$ cat src/rtl/serial_frame_pkg.sv
// Framing constants and receiver state encoding shared by both ends of the serial switch link.
package serial_frame_pkg;

    typedef enum logic [2:0] {
        IDLE,
        START,
        DATA,
        STOP,
        BREAK
    } rx_state_t;

    localparam int   DATA_BITS = 4;
    localparam logic START_LVL = 1'b0;
    localparam logic STOP_LVL  = 1'b1;

endpackage

$ cat src/rtl/serial_frame_rx_sync2.sv
// Two-flop synchronizer for the asynchronous serial line; resets to the idle (high) level.
module sync2 (
    input  logic i_clk,
    input  logic i_rst_n,
    input  logic i_d,
    output logic o_q
);

    logic r_meta;
    logic r_q;

    always_ff @(posedge i_clk or negedge i_rst_n) begin
        if (!i_rst_n) begin
            r_meta <= 1'b1;
            r_q    <= 1'b1;
        end else begin
            r_meta <= i_d;
            r_q    <= r_meta;
        end
    end

    assign o_q = r_q;

endmodule

$ cat src/rtl/serial_frame_rx.sv
// Recovers 4-bit switch frames (start, 4 data LSB-first, stop) from the serial line,
// sampling mid-bit and flagging low stop bits once per break.
module serial_frame_rx
    import serial_frame_pkg::*;
#(
    parameter int CLKS_PER_BIT = 50
) (
    input  logic                 sysclk,
    input  logic                 rst_n,
    input  logic                 rx,
    output logic [DATA_BITS-1:0] data,
    output logic                 valid,
    output logic                 frame_err,
    output logic                 busy
);

    localparam int            TW      = $clog2(CLKS_PER_BIT);
    localparam logic [TW-1:0] FULL_M1 = TW'(CLKS_PER_BIT - 1);
    localparam logic [TW-1:0] HALF_M1 = TW'(CLKS_PER_BIT / 2 - 1);
    localparam logic [1:0]    LAST_IX = 2'(DATA_BITS - 1);

    logic                 w_rx_s;
    rx_state_t            r_state, w_state_next;
    logic [TW-1:0]        r_timer, w_timer_next;
    logic [1:0]           r_idx, w_idx_next;
    logic [DATA_BITS-1:0] r_shift, w_shift_next;
    logic [DATA_BITS-1:0] r_data, w_data_next;
    logic                 r_valid, w_valid_next;
    logic                 r_frame_err, w_err_next;

    sync2 u_sync (
        .i_clk   (sysclk),
        .i_rst_n (rst_n),
        .i_d     (rx),
        .o_q     (w_rx_s)
    );

    always_ff @(posedge sysclk or negedge rst_n) begin
        if (!rst_n) begin
            r_state     <= IDLE;
            r_timer     <= '0;
            r_idx       <= '0;
            r_shift     <= '0;
            r_data      <= '0;
            r_valid     <= 1'b0;
            r_frame_err <= 1'b0;
        end else begin
            r_state     <= w_state_next;
            r_timer     <= w_timer_next;
            r_idx       <= w_idx_next;
            r_shift     <= w_shift_next;
            r_data      <= w_data_next;
            r_valid     <= w_valid_next;
            r_frame_err <= w_err_next;
        end
    end

    // The timer counts cycles since the last sample; a sample is taken when it reaches N-1.
    always_comb begin
        w_state_next = r_state;
        w_timer_next = r_timer + TW'(1);
        w_idx_next   = r_idx;
        w_shift_next = r_shift;
        w_data_next  = r_data;
        w_valid_next = 1'b0;
        w_err_next   = 1'b0;
        case (r_state)
            IDLE: begin
                w_timer_next = '0;
                if (w_rx_s == START_LVL) begin
                    w_state_next = START;
                    w_idx_next   = '0;
                end
            end
            START: begin
                if (r_timer == HALF_M1) begin
                    w_timer_next = '0;
                    w_state_next = (w_rx_s == START_LVL) ? DATA : IDLE;
                end
            end
            DATA: begin
                if (r_timer == FULL_M1) begin
                    w_timer_next        = '0;
                    w_shift_next[r_idx] = w_rx_s;
                    w_idx_next          = r_idx + 2'd1;
                    if (r_idx == LAST_IX) begin
                        w_state_next = STOP;
                    end
                end
            end
            STOP: begin
                if (r_timer == FULL_M1) begin
                    w_timer_next = '0;
                    if (w_rx_s == STOP_LVL) begin
                        w_data_next  = r_shift;
                        w_valid_next = 1'b1;
                        w_state_next = IDLE;
                    end else begin
                        w_err_next   = 1'b1;
                        w_state_next = BREAK;
                    end
                end
            end
            BREAK: begin
                // Hold here until the line recovers so a stuck-low line reports only once.
                w_timer_next = '0;
                if (w_rx_s == STOP_LVL) begin
                    w_state_next = IDLE;
                end
            end
            default: begin
                w_state_next = IDLE;
            end
        endcase
    end

    assign data      = r_data;
    assign valid     = r_valid;
    assign frame_err = r_frame_err;
    assign busy      = (r_state != IDLE);

endmodule

$ cat config.mk
export PLATFORM = sky130hd
export DESIGN_NAME = serial_frame_rx
export DESIGN_NICKNAME = d
export VERILOG_FILES = /design/src/rtl/serial_frame_pkg.sv /design/src/rtl/serial_frame_rx_sync2.sv /design/src/rtl/serial_frame_rx.sv
export SDC_FILE = /design/constraint.sdc
export NUM_CORES = 1
export LEC_CHECK = 0
export ABC_AREA = 1
export BUFFER_PORTS_ARGS = -buffer_cell sky130_fd_sc_hd__buf_2
export CORE_ASPECT_RATIO = 1.4
export CORE_MARGIN = 5
export CORE_UTILIZATION = 50
export DETAILED_ROUTE_END_ITERATION = 7
export GPL_TIMING_DRIVEN = 0
export HOLD_SLACK_MARGIN = 0.08
export PLACE_DENSITY = 0.69
export RECOVER_POWER = 100
export SLEW_MARGIN = 20
export SYNTH_ARGS = -nofsm -noshare
export SYNTH_HDL_FRONTEND = slang
export SYNTH_SLANG_ARGS = --single-unit
$ cat constraint.sdc
create_clock -name sysclk -period 1.16 [get_ports sysclk]
set_input_delay 0.058 -clock sysclk [delete_from_list [all_inputs] [get_ports sysclk]]
set_output_delay 0.058 -clock sysclk [all_outputs]
set_load 0.02 [all_outputs]
=== Yosys cells after proc, flatten, opt, wreduce, memory -nomap -nowiden ===
Index checks and enable logic that the tools add are counted.

* Add/subtract/negate cells: 2
* Order comparisons: 2
* Eq/ne operators: 13
* Mux-type cells: 24
* Reductions and logical operators: 10

{| class="wikitable"
|+ Operator list
! kind !! count
|-
| $mux W3 || 7
|-
| $pmux W6 S3 || 1
|-
| $pmux W3 S5 || 1
|-
| $mux W6 || 2
|-
| $ne A2 B2 Y1 const B || 5
|-
| $mux W1 || 7
|-
| $add A6 B1 Y6 const B || 1
|-
| $eq A3 B2 Y1 const B || 2
|-
| $eq A6 B5 Y1 const B || 1
|-
| $eq A6 B6 Y1 const B || 1
|-
| $mux W2 || 3
|-
| $reduce_and A3 Y1 || 2
|-
| $reduce_and A6 Y1 || 1
|-
| $bwmux W4 || 1
|-
| $pmux W2 S2 || 1
|-
| $reduce_or A2 Y1 || 2
|-
| $eq A3 B1 Y1 const B || 1
|-
| $eq A3 B3 Y1 const B || 1
|-
| $logic_not A3 Y1 || 1
|-
| $lt A2 B3 Y1 const B || 1
|-
| $reduce_bool A3 Y1 || 1
|-
| $add A2 B1 Y2 const B || 1
|-
| $demux W1 S2 || 1
|-
| $eq A2 B2 Y1 const B || 1
|-
| 5 further kinds || 5
|}

* Flip-flop bits (word level): 23
* Output and inout bits: 7
* Logic and storage cells: 60

=== Logic depth before layout (Yosys ltp) ===
Gate-level depths: netlist of run 1.

* Depth in word-level cells: 5
* Depth in mapped cells: 9
* Depth with buffers taken out: 9

=== By module ===
Synthesis of run 1 repeated with hierarchy kept, for this count alone.

* Cells, all modules: 141
* Area, all modules: 1226.2 um^2

{| class="wikitable"
|+ By module, submodules not included
! module !! times used !! cells each !! area each (um^2)
|-
| serial_frame_rx || 1 || 139 || 1173.6
|-
| sync2 || 1 || 2 || 52.6
|}

=== Worst setup path after synthesis of run 1 ===
OpenSTA, ideal clock, no wires.

* Kind: register to register
* Start point: reg r_timer[1]
* End point: reg r_timer[0]
* Setup time: 0.121 ns
* Arrival time: 1.125 ns
* Required time: 1.039 ns
* Path slack: -0.087 ns
* Cell stages (with the launch flop): 10
* Clock period less this slack: 1.247 ns
* Path through: dfrtp_1 -> inv_1 -> ha_1 -> nand3_1 -> nor2_2 -> nor2_1 -> nor2_1 -> nand2_1 -> inv_2 -> nor2_1

* Longest elaborated chain between the ends: 3
* Elaborated cells on any way between the ends: 5
* Classes of those cells: eq/ne: 2; mux: 3

{| class="wikitable"
|+ Ends and longest elaborated chain
! what !! RTL line !! text
|-
| start: declaration || serial_frame_rx.sv:24 || <nowiki>logic [TW-1:0] r_timer, w_timer_next;</nowiki>
|-
| start signal: assignment || serial_frame_rx.sv:49 || <nowiki>r_timer <= w_timer_next;</nowiki>
|-
| $eq A6 B6 Y1 or $eq A6 B5 Y1 (tied branches) || serial_frame_rx.sv:82, serial_frame_rx.sv:92, serial_frame_rx.sv:76 ||
|-
| $mux W6 (on tied branches) || serial_frame_rx.sv:82, serial_frame_rx.sv:92, serial_frame_rx.sv:76 ||
|-
| $pmux W6 S3 * || serial_frame_rx.sv:67 || <nowiki>case (r_state)</nowiki>
|-
| named net w_timer_next[0] || serial_frame_rx.sv:24 ||
|}

Mark *: on every way through the listed nets, which the timed path passes. The rest lies on a longest branch.
A chain may end at the register's enable or synchronous reset.

=== Final worst setup path of run 1 ===
* Start point: reg r_timer[1]
* End point: reg r_shift[0]

* Longest elaborated chain between the ends: 2

{| class="wikitable"
|+ Ends and longest elaborated chain
! what !! RTL line !! text
|-
| $eq A6 B6 Y1 || serial_frame_rx.sv:82 || <nowiki>if (r_timer == FULL_M1) begin</nowiki>
|-
| $reduce_and A2 Y1 (no line) || - ||
|-
| end signal: assignment || serial_frame_rx.sv:51 || <nowiki>r_shift <= w_shift_next;</nowiki>
|-
| end: declaration || serial_frame_rx.sv:26 || <nowiki>logic [DATA_BITS-1:0] r_shift, w_shift_next;</nowiki>
|}

Every way passes these cells.

==> flow_summary.yaml, run 1 <==
global_routing:
  grt_usage_pct: 14.9
  grt_antenna_before_repair: 0
  globalRouteOverflowTotal: 0
  via_count_of_the_first_global_routing_pass: 967
  wire_length_of_the_first_global_routing_pass_um: 3930
  largest_net_degree_at_the_start_of_global_routing: 24
floorplanning:
  die_y_um: 68.4
  floorplan.core_area_um2: 2360
  die-width_um: 51.7
  floorplan.initialDensity_pct: 51.6
  design.die.area_um2: 3540
  boundaryPins: 10
  floorplan.rows: 21
run:
  drv.max_cap_violation_count: 0
timing:
  fmax_ghz: 0.741
  final_total_negative_setup_slack_ps: -3130
  max_slew.worst_pin.slew_ps: 557
  report.final.hold_viol_count: 0
  shortest_clock_period_the_worst_path_allows_after_layout_ps: 1350
  part_of_the_cycle_the_worst_path_needs_pct: 116
  fin_ws_ps: -190
  finalSetupViolations: 22
  timing.slew.headroom_pct: 62.9
  grt_setup_unrepaired: "true"
  final.setup_skew_ps: 1.55
  final_max_slew_viol_count: 0
worst_setup_path:
  rrSetupSlack_ps: -190
  worst_r2r_startpoint: "r_timer[1]$_DFF_PN0_"
  worst-path-buf-inv: 1
  critical_path.startpoint_type: "flop"
  worst-path-stages: 9
  delay_of_the_slowest_cell_on_the_worst_path_ps: 430
  critical_path.endpoint: "r_shift[0]$_DFFE_PN0P_"
  crit_path_cell_trace: "inv_2 > ha_4 > nand2_2 > nor2_4 > nand2_4 > nor2_4 > nand2_1 > nand2_1 > o21ai_1"
  worst_setup_path_startpoint: "r_timer[1]$_DFF_PN0_"
  rr_endpoint: "r_shift[0]$_DFFE_PN0P_"
  worst-r2r-cell-count: 9
  arrival_ps: 1550
  cp.required_ps: 1360
  critPathKind: "flop to flop"
  crit_slowest_cell: "sky130_fd_sc_hd__dfrtp_1"
  end_kind: "flop"
  critical_path.top_delay_family: "simple AND/OR/NAND/NOR gates"
  maximum_fanout_encountered_on_the_critical_timing_path: 4
synthesis:
  syn_area_per_cell_um2: 8.08
  edff_count_synth: 0
  mapped_nets: 161
  most_used_standard_cell_by_instance_count_after_synthesis: "sky130_fd_sc_hd__nand2_1"
  synth_common_cells: "sky130_fd_sc_hd__nand2_1 (43), sky130_fd_sc_hd__dfrtp_1 (21), sky130_fd_sc_hd__inv_1 (20)"
  yosys_register_bits: 23
  yosysUniqueCellTypes: 23
  yosysTopAreaCellShare_pct: 43.1
  synth-simple-area-share_pct: 31.0
  proportion_of_synthesized_chip_area_in_sequential_cells_pct: 47.4
  synthAdderAreaFrac_pct: 7.18
  synthCells: 151
  asyncSetResetFlopFracSynth_pct: 100
  syn-cell-area_um2: 1220
  synth_top_family_by_area: "simple AND/OR/NAND/NOR gates"
  synth.mux.area_fraction_pct: 0
  synth.area.top_cells: "sky130_fd_sc_hd__dfrtp_1 (43%), sky130_fd_sc_hd__nand2_1 (13%), sky130_fd_sc_hd__ha_1 (7.2%)"
  synthXorXnorAreaFrac_pct: 1.44
  synth-compound-area-share_pct: 4.92
  synth_top_area_cell: "sky130_fd_sc_hd__dfrtp_1"
  postSynth.topFlopCell: "sky130_fd_sc_hd__dfrtp_1"
  yosys_warnings: 0
hold_path:
  timing.hold.worst.class: "primary input to async pin"
finish:
  insertedDiodeCount: 0
  drive_above_1_share_pct: 26.7
  fillCellCount: 220
  multi_input_area_um2: 613
  final_cell_area_um2: 1460
  syn2layout_area_growth_pct: 19.9
  layout.area.seq_um2: 582
  final_net_count: 183
  final_core_utilization_pct: 61.9
place:
  preCtsSetupSlack_ps: -214
  hpwl_um: 1690
  placed_area_um2: 1320
  gp_routability_congestion: 0.917
  buffers_added_on_ports: 9
clock_tree:
  clkSlewWorstSetupHoldPaths_ps: 120
  clock_path_buffers: 2
  cts_sinks: 23
  cts.htree.levels: 1
  cts_inserted_buffers: 3
  cts.root.buffer_cell: "sky130_fd_sc_hd__clkbuf_4"
  cts_tree: "yes"
  clk_latency_ps: 300
detailed_routing:
  drt-initial-drc-count: 18
  firstDrtPassIters: 4
  detail_route.wl_per_cell_um: 11.5
  route.vias.total: 990
  drc: 0
  routed_wl_um: 2240
  ant_nets: 0
  drt-vias-per-instance: 5.08
outcome:
  run_status: "finished with violations"
  violations: "negative setup slack"
power:
  power_mw: 2.56
  ir_worst_vdd_v: 0.00107
  pwr_density_cell_nw_per_um2: 1750
  p_leak_nw: 0.737
-- kinds of logic after synthesis --
group                      after synthesis
and+or+nand+nor                         82
buffers and inverters                   26
DFF                                     23
AOI/OAI and AO/OA                       11
adders and majority gates                7
xor gates and xnor gates                 2
-- sequential cells by signal (all words and copies together), names as in the netlist --
register and flops:
data 4, frame_err 1, r_idx 2, r_shift 4, r_state 3, r_timer 6, u_sync.o_q 1, u_sync.r_meta 1
valid 1
-- worst min-delay path by stage --
stage,startpoint,endpoint,slack [ps],cells after the start
after floorplan,rst_n,data[0]$_DFFE_PN0P_,-240,0
after global placement,rst_n,frame_err$_DFF_PN0_,50,1
after detailed placement,rst_n,r_state[0]$_DFFE_PN0P_,60,1
after CTS,rst_n,frame_err$_DFF_PN0_,250,2
after global routing,rst_n,r_timer[5]$_DFF_PN0_,320,2
final,rst_n,r_state[0]$_DFFE_PN0P_,270,2
-- layout by cell type, fill, tap and decap left out, types with 2 or more instances in the layout --
cell type	Yosys	routed
sky130_fd_sc_hd__nand2_1	43	37
sky130_fd_sc_hd__inv_1	20	19
sky130_fd_sc_hd__dfrtp_1	21	18
sky130_fd_sc_hd__nor2_1	15	12
sky130_fd_sc_hd__nand3_1	13	12
sky130_fd_sc_hd__nand2_2	1	7
sky130_fd_sc_hd__inv_2	5	6
sky130_fd_sc_hd__o21ai_1	6	6
sky130_fd_sc_hd__ha_1	7	6
sky130_fd_sc_hd__clkbuf_1	0	6
sky130_fd_sc_hd__buf_4	0	6
sky130_fd_sc_hd__nor2_4	3	5
sky130_fd_sc_hd__nor2_2	2	3
sky130_fd_sc_hd__clkbuf_4	0	3
sky130_fd_sc_hd__dfrtp_2	0	3
sky130_fd_sc_hd__o21ai_0	2	2
sky130_fd_sc_hd__nand3_4	0	2
sky130_fd_sc_hd__dlygate4sd3_1	0	2
sky130_fd_sc_hd__dfstp_2	2	2
-- where the power goes --
part | internal, mW | leakage (nW) | switching [mW]
clock network | 0.128 | 0.0177 | 0.229
logic | 0.434 | 0.415 | 0.675
registers | 0.924 | 0.304 | 0.172
total | 1.49 | 0.737 | 1.08
-- per-layer routing --
layer  up-vias  GRT usage [%]  part of all wire, %
met5         -              0                    0
met4         0           5.57                 0.67
met3         2           1.96                  2.7
met2        13           29.1                   55
met1       471           15.9                   41
li1        504              -                    -
-- what timing repair did --
action	CTS	global route
endpoints found under the setup margin	21	22
pin swaps	2	3
hold buffers	2	0
resized for setup	11	7
buffers inserted	4	2
endpoints found under the hold margin	24	0
-- area by class of cell --
| cell class | instances | area share [%] |
|---|---|---|
| clock buffer | 3 | 1.54 |
| clock inverter | 1 | 0.342 |
| inverter | 26 | 7.01 |
| multi-input combinational | 102 | 41.9 |
| sequential | 23 | 39.8 |
| tap | 23 | 1.97 |
| timing repair buffer | 17 | 7.44 |
-- metrics by stage --
| step | hold WS (ps) | instances |
|---|---|---|
| 6_report | 268 | 195 |
| 5_1_grt | 319 | 195 |
| 4_1_cts | 248 | 193 |
| 3_5_place_dp | 57.5 | 183 |
| 3_3_place_gp | 50.0 | 183 |
| 2_1_floorplan | -238 | 151 |
No activity file was read; power rests on OpenSTA's default activity.
==> inputs of run 2 (changes only) <==
- ABC_AREA: 1 -> default
==> run 2 against run 1 <==
  * Count of clock-buffer cells in the layout rose by 1
  * Clock skew increased by 1.3 ps
  * The flow still finishes with violations (negative setup slack)
  * Die area down 5.3%
  * Combinational power is 50% lower
  * Register-to-register slack worse by 440 ps
  * Total power decreased by 27%
  * Maximum frequency shrank 25%
  * Sequential power decreased by 15%
  * Largest power group is now registers
  * Non-clock buffer count rose by 11
==> flow_summary.yaml, run 2 <==
detailed_routing:
  drt-initial-drc-count: 9
  routed_wl_um: 2290
  drt-vias-per-instance: 5.56
  ant_nets: 0
  firstDrtPassIters: 4
  detail_route.wl_per_cell_um: 15.1
  route.vias.total: 845
  drc: 0
finish:
  syn2layout_area_growth_pct: 28.3
  registers.top_by_ff_count: "r_timer"
  drive_above_1_share_pct: 37.7
  final_cell_area_um2: 1470
  insertedDiodeCount: 0
  final_net_count: 141
  mostFrequentLayoutCell: "sky130_fd_sc_hd__dfrtp_1"
  largest_register_ffs: 6
  most-common-layout-cells: "sky130_fd_sc_hd__dfrtp_1 (19), sky130_fd_sc_hd__buf_4 (14), sky130_fd_sc_hd__nand2_1 (11)"
  final_core_utilization_pct: 67.3
timing:
  report.final.hold_viol_count: 0
  final_max_slew_viol_count: 0
  fmax_ghz: 0.558
  finalSetupViolations: 22
  fin_ws_ps: -631
  max_slew.worst_pin.slew_ps: 554
  shortest_clock_period_the_worst_path_allows_after_layout_ps: 1790
  timing.slew.headroom_pct: 63.1
  grt_setup_unrepaired: "true"
  final.setup_skew_ps: 2.86
  part_of_the_cycle_the_worst_path_needs_pct: 154
clock_tree:
  clkSlewWorstSetupHoldPaths_ps: 110
  cts_sinks: 23
  clk_latency_ps: 320
  clock_path_buffers: 2
  cts.root.buffer_cell: "sky130_fd_sc_hd__clkbuf_4"
  cts_tree: "yes"
  cts.htree.levels: 1
  cts_inserted_buffers: 3
global_routing:
  met3_routing_resource_usage_after_global_routing_pct: 2.91
  wire_length_of_the_first_global_routing_pass_um: 3910
  grt_util_met2_pct: 26.9
  globalRoute.busiestLayer: "met2"
  met1_demand_to_capacity_share_in_global_routing_pct: 15.6
  largest_net_degree_at_the_start_of_global_routing: 24
  grt_antenna_before_repair: 0
  globalRouteOverflowTotal: 0
  via_count_of_the_first_global_routing_pass: 896
  grt_usage_pct: 15.4
synthesis:
  synth_top_family_by_area: "simple AND/OR/NAND/NOR gates"
  yosysUniqueCellTypes: 32
  synth-compound-area-share_pct: 5.15
  syn-cell-area_um2: 1140
  synthAdderAreaFrac_pct: 7.67
  mapped_nets: 111
  yosys_register_bits: 23
  syn_area_per_cell_um2: 11.3
  synthXorXnorAreaFrac_pct: 3.83
  synth.area.top_cells: "sky130_fd_sc_hd__dfrtp_1 (46%), sky130_fd_sc_hd__ha_1 (7.7%), sky130_fd_sc_hd__mux2_4 (5.3%)"
  proportion_of_synthesized_chip_area_in_sequential_cells_pct: 50.6
  synth.mux.area_fraction_pct: 10.1
  postSynth.topFlopCell: "sky130_fd_sc_hd__dfrtp_1"
  yosys_warnings: 0
  edff_count_synth: 0
  synth_common_cells: "sky130_fd_sc_hd__dfrtp_1 (21), sky130_fd_sc_hd__nand2_1 (11), sky130_fd_sc_hd__nor2_1 (10)"
  yosysTopAreaCellShare_pct: 46.0
  asyncSetResetFlopFracSynth_pct: 100
  synth-simple-area-share_pct: 19.1
  most_used_standard_cell_by_instance_count_after_synthesis: "sky130_fd_sc_hd__dfrtp_1"
  synthCells: 101
  synth_top_area_cell: "sky130_fd_sc_hd__dfrtp_1"
power:
  netSwitchingPower_mw: 0.568
  pwr_density_cell_nw_per_um2: 1270
  switching_share_pct: 30.5
  clockPowerShare_pct: 19.6
  p_leak_nw: 0.682
  ir_worst_vdd_v: 0.000900
  internal-power_mw: 1.30
  combinational_fraction_of_design_power_pct: 30.0
  power.sequential.fraction_pct: 50.4
floorplanning:
  die_y_um: 66.6
  floorplan.rows: 20
  die-width_um: 50.4
  floorplan.core_area_um2: 2180
  floorplan.initialDensity_pct: 52.5
  boundaryPins: 10
  design.die.area_um2: 3350
worst_setup_path:
  arrival_ps: 2000
  cp.required_ps: 1370
  end_kind: "flop"
  critical_path.startpoint_type: "flop"
  maximum_fanout_encountered_on_the_critical_timing_path: 5
  critPathKind: "flop to flop"
place:
  hpwl_um: 1390
  placed_area_um2: 1210
  buffers_added_on_ports: 9
  gp_routability_congestion: 0.714
outcome:
  violations: "negative setup slack"
  run_status: "finished with violations"
run:
  drv.max_cap_violation_count: 0
hold_path:
  timing.hold.worst.class: "primary input to async pin"
==> run 2: power by group through the flow <==
stage	clock network, mW	logic (mW)	registers [mW]
2_1_floorplan	0	0.214	0.934
3_3_place_gp	0	0.262	0.952
3_5_place_dp	0	0.266	0.956
4_1_cts	0.379	0.442	0.928
5_1_grt	0.431	0.624	0.950
6_report	0.365	0.560	0.938
==> run 2: stage by stage <==
stage	hold slack, ps	total power, mW	cells	setup TNS (ps)	setup WS, ps
2_1_floorplan	-238	1.15	101	-8630	-624
3_3_place_gp	49.1	1.21	132	-10650	-702
3_5_place_dp	55.5	1.22	132	-11190	-722
4_1_cts	243	1.75	147	-10830	-626
5_1_grt	288	2.00	152	-12920	-684
6_report	245	1.86	152	-11510	-631
==> run 2: repair_timing <==
action	CTS	global route
resized for setup	18	11
endpoints found under the hold margin	24	0
hold buffers	2	0
setup buffers	10	5
cloned	0	0
setup endpoints to repair	22	22
pin swaps	12	5
==> run 2: final cells by class <==
class / instances / area (µm²)
tap: 22 / 27.5
fill: 168 / 712
inverter: 6 / 22.5
timing repair buffer: 26 / 180
sequential: 23 / 581
buffer: 2 / 28.8
multi-input combinational: 69 / 599
clock buffer: 4 / 26.3
==> run 2: per-layer routing <==
metal	wire, µm	vias to the layer above
li1	-	400
met1	864	418
met2	1250	18
met3	91	9
met4	89	0
met5	0	-
==> run 2: worst paths after layout <==
check,from,to,slack (ps),depth (start not counted)
worst max-delay path,r_timer[1]$_DFF_PN0_,data[1]$_DFFE_PN0P_,-630,6
worst min-delay path,rst_n,r_state[0]$_DFFE_PN0P_,240,2
worst max register to register,r_timer[1]$_DFF_PN0_,data[1]$_DFFE_PN0P_,-630,6
worst min register to register,u_sync.r_meta$_DFF_PN1_,u_sync.o_q$_DFF_PN1_,370,0
max in group asynchronous,rst_n,r_state[2]$_DFFE_PN0P_,520,2
min in group sysclk,u_sync.r_meta$_DFF_PN1_,u_sync.o_q$_DFF_PN1_,370,0
==> run 2: critical path, cell delays in order, from the launching register on <==
cell and delay [ps]:
sky130_fd_sc_hd__dfrtp_1 410, sky130_fd_sc_hd__inv_2 80, sky130_fd_sc_hd__ha_4 110, sky130_fd_sc_hd__or3b_4 430
sky130_fd_sc_hd__nor2_4 110, sky130_fd_sc_hd__and3_4 240, sky130_fd_sc_hd__mux2_4 310
==> run 2: kinds of logic after synthesis <==
| logic type | count (synthesis) |
|---|---|
| AOI/OAI and AO/OA | 9 |
| muxes | 9 |
| DFF | 23 |
| buffers and inverters | 9 |
| and+or+nand+nor | 39 |
| xor gates and xnor gates | 5 |
| adders and majority gates | 7 |
==> inputs of run 3 (changes only) <==
- PLACE_DENSITY: 0.69 -> 0.71
==> run 3 against run 2 <==
  * The flow still finishes with violations (negative setup slack)
  * Largest power group unchanged
  * Via count fell by 6.9%
  * Hold slack about the same
  * Setup slack improved by 15 ps
  * Global-route usage down 1.3 points
  * Non-clock buffer count shrank 5
==> flow_summary.yaml, run 3 (synthesized netlist as in run 2, its figures left out) <==
timing:
  part_of_the_cycle_the_worst_path_needs_pct: 153
  fin_ws_ps: -616
  shortest_clock_period_the_worst_path_allows_after_layout_ps: 1780
  timing.slew.headroom_pct: 64.0
  max_slew.worst_pin.slew_ps: 540
  report.final.hold_viol_count: 0
  final_max_slew_viol_count: 0
  finalSetupViolations: 22
  fmax_ghz: 0.563
  grt_setup_unrepaired: "true"
  final.setup_skew_ps: 6.86
clock_tree:
  clk_latency_ps: 300
  cts_inserted_buffers: 3
  cts_sinks: 23
  clkSlewWorstSetupHoldPaths_ps: 130
  cts.root.buffer_cell: "sky130_fd_sc_hd__clkbuf_4"
  clock_path_buffers: 2
  cts.htree.levels: 1
  cts_tree: "yes"
power:
  power.sequential.fraction_pct: 53.0
  netSwitchingPower_mw: 0.535
  power_mw: 1.76
  clockPowerShare_pct: 20.7
  p_leak_nw: 0.655
  ir_worst_vdd_v: 0.00136
  internal-power_mw: 1.23
  switching_share_pct: 30.4
  combinational_fraction_of_design_power_pct: 26.4
  pwr_density_cell_nw_per_um2: 1280
worst_setup_path:
  delay_of_the_slowest_cell_on_the_worst_path_ps: 420
  maximum_fanout_encountered_on_the_critical_timing_path: 5
  worst-r2r-cell-count: 6
  critPathKind: "flop to flop"
  cp.required_ps: 1360
  crit_path_cell_trace: "inv_2 > ha_4 > or3b_4 > nor2_4 > and3_4 > mux2_4"
  critical_path.startpoint_type: "flop"
  arrival_ps: 1970
  crit_slowest_cell: "sky130_fd_sc_hd__dfrtp_1"
  end_kind: "flop"
global_routing:
  grt_usage_pct: 14.1
  largest_net_degree_at_the_start_of_global_routing: 24
  wire_length_of_the_first_global_routing_pass_um: 3650
  grt_antenna_before_repair: 0
  globalRouteOverflowTotal: 0
  via_count_of_the_first_global_routing_pass: 858
finish:
  insertedDiodeCount: 0
  registers.top_by_ff_count: "r_timer"
  syn2layout_area_growth_pct: 20.8
  most-common-layout-cells: "sky130_fd_sc_hd__dfrtp_1 (21), sky130_fd_sc_hd__nand2_1 (11), sky130_fd_sc_hd__buf_4 (11)"
  mostFrequentLayoutCell: "sky130_fd_sc_hd__dfrtp_1"
  largest_register_ffs: 6
  final_core_utilization_pct: 63.4
  final_net_count: 136
  drive_above_1_share_pct: 28.0
floorplanning:
  boundaryPins: 10
  die-width_um: 50.4
  design.die.area_um2: 3350
  floorplan.rows: 20
  die_y_um: 66.6
  floorplan.initialDensity_pct: 52.5
  floorplan.core_area_um2: 2180
detailed_routing:
  drt-initial-drc-count: 4
  routed_wl_um: 2020
  route.vias.total: 787
  ant_nets: 0
  drc: 0
  detail_route.wl_per_cell_um: 13.7
  drt-vias-per-instance: 5.35
  firstDrtPassIters: 4
run:
  drv.max_cap_violation_count: 0
outcome:
  run_status: "finished with violations"
  violations: "negative setup slack"
place:
  buffers_added_on_ports: 9
  gp_routability_congestion: 0.732
  hpwl_um: 1330
hold_path:
  timing.hold.worst.class: "primary input to async pin"
==> run 3: cell count changes in the layout (fill, tap and decap cells not counted), moves of 2 or more <==
cell	previous run	this run
sky130_fd_sc_hd__buf_6	2	0
sky130_fd_sc_hd__nor2_1	7	10
sky130_fd_sc_hd__buf_4	14	11
sky130_fd_sc_hd__dfrtp_1	19	21
sky130_fd_sc_hd__nor2_2	2	0
sky130_fd_sc_hd__dfrtp_2	2	0
==> run 3: area by class of cell <==
class | instances | area (µm²)
well taps | 22 | 27.5
repair buffers | 21 | 135
clock buffers | 3 | 22.5
multi-input cells | 69 | 567
fillers | 186 | 797
flip-flops and latches | 23 | 578
inverters | 6 | 22.5
plain buffers | 2 | 22.5
clock inverters | 1 | 5.00
==> run 3: what timing repair did <==
action / 4_1_cts / 5_1_grt
setup endpoints to repair: 22 / 22
hold buffers: 2 / 0
pin swaps: 6 / 3
buffers inserted: 7 / 3
cloned: 0 / 0
resized for setup: 12 / 3
hold endpoints to repair: 24 / 0
==> run 3: critical path: cells and delay by family (launching register included) <==
family                   cells  cell delay, ps
multiplexers                 1             300
buffers and inverters        1              80
flip-flops                   1             420
AND/OR/NAND/NOR              3             760
adder cells (fa/ha/maj)      1             110
==> run 3: per-layer routing <==
layer	track usage, %	vias to the layer above	wire length [µm]
li1	-	388	-
met1	14.8	386	764
met2	26.9	9	1160
met3	2.01	4	61
met4	6.07	0	37
met5	0	-	0
==> run 3: final timing paths <==
path / from / endpoint / slack [ps]
min reg2reg: u_sync.r_meta$_DFF_PN1_ / u_sync.o_q$_DFF_PN1_ / 360
max reg2reg: r_timer[1]$_DFF_PN0_ / data[0]$_DFFE_PN0P_ / -620
min in group sysclk: u_sync.r_meta$_DFF_PN1_ / u_sync.o_q$_DFF_PN1_ / 360
min: rst_n / r_shift[3]$_DFFE_PN0P_ / 240
max in group asynchronous: rst_n / u_sync.r_meta$_DFF_PN1_ / 550
max: r_timer[1]$_DFF_PN0_ / data[0]$_DFFE_PN0P_ / -620
==> run 3: metrics by stage <==
stage          TNS, ps  setup WS (ps)  instance area, µm²  std cells  hold WS (ps)
2_1_floorplan    -8630           -624                1140        101          -238
6_report        -10520           -616                1380        147           245
3_5_place_dp    -11420           -731                1210        132          53.3
3_3_place_gp    -10510           -700                1210        132          49.0
5_1_grt         -12070           -668                1380        147           302
4_1_cts         -10690           -652                1360        144           242
==> run 3: power groups by stage <==
stage          clock, mW  combinational (mW)  sequential, mW
2_1_floorplan          0               0.214           0.934
3_3_place_gp           0               0.261           0.951
3_5_place_dp           0               0.269           0.956
4_1_cts            0.379               0.407           0.931
5_1_grt            0.412               0.519           0.942
6_report           0.364               0.464           0.933
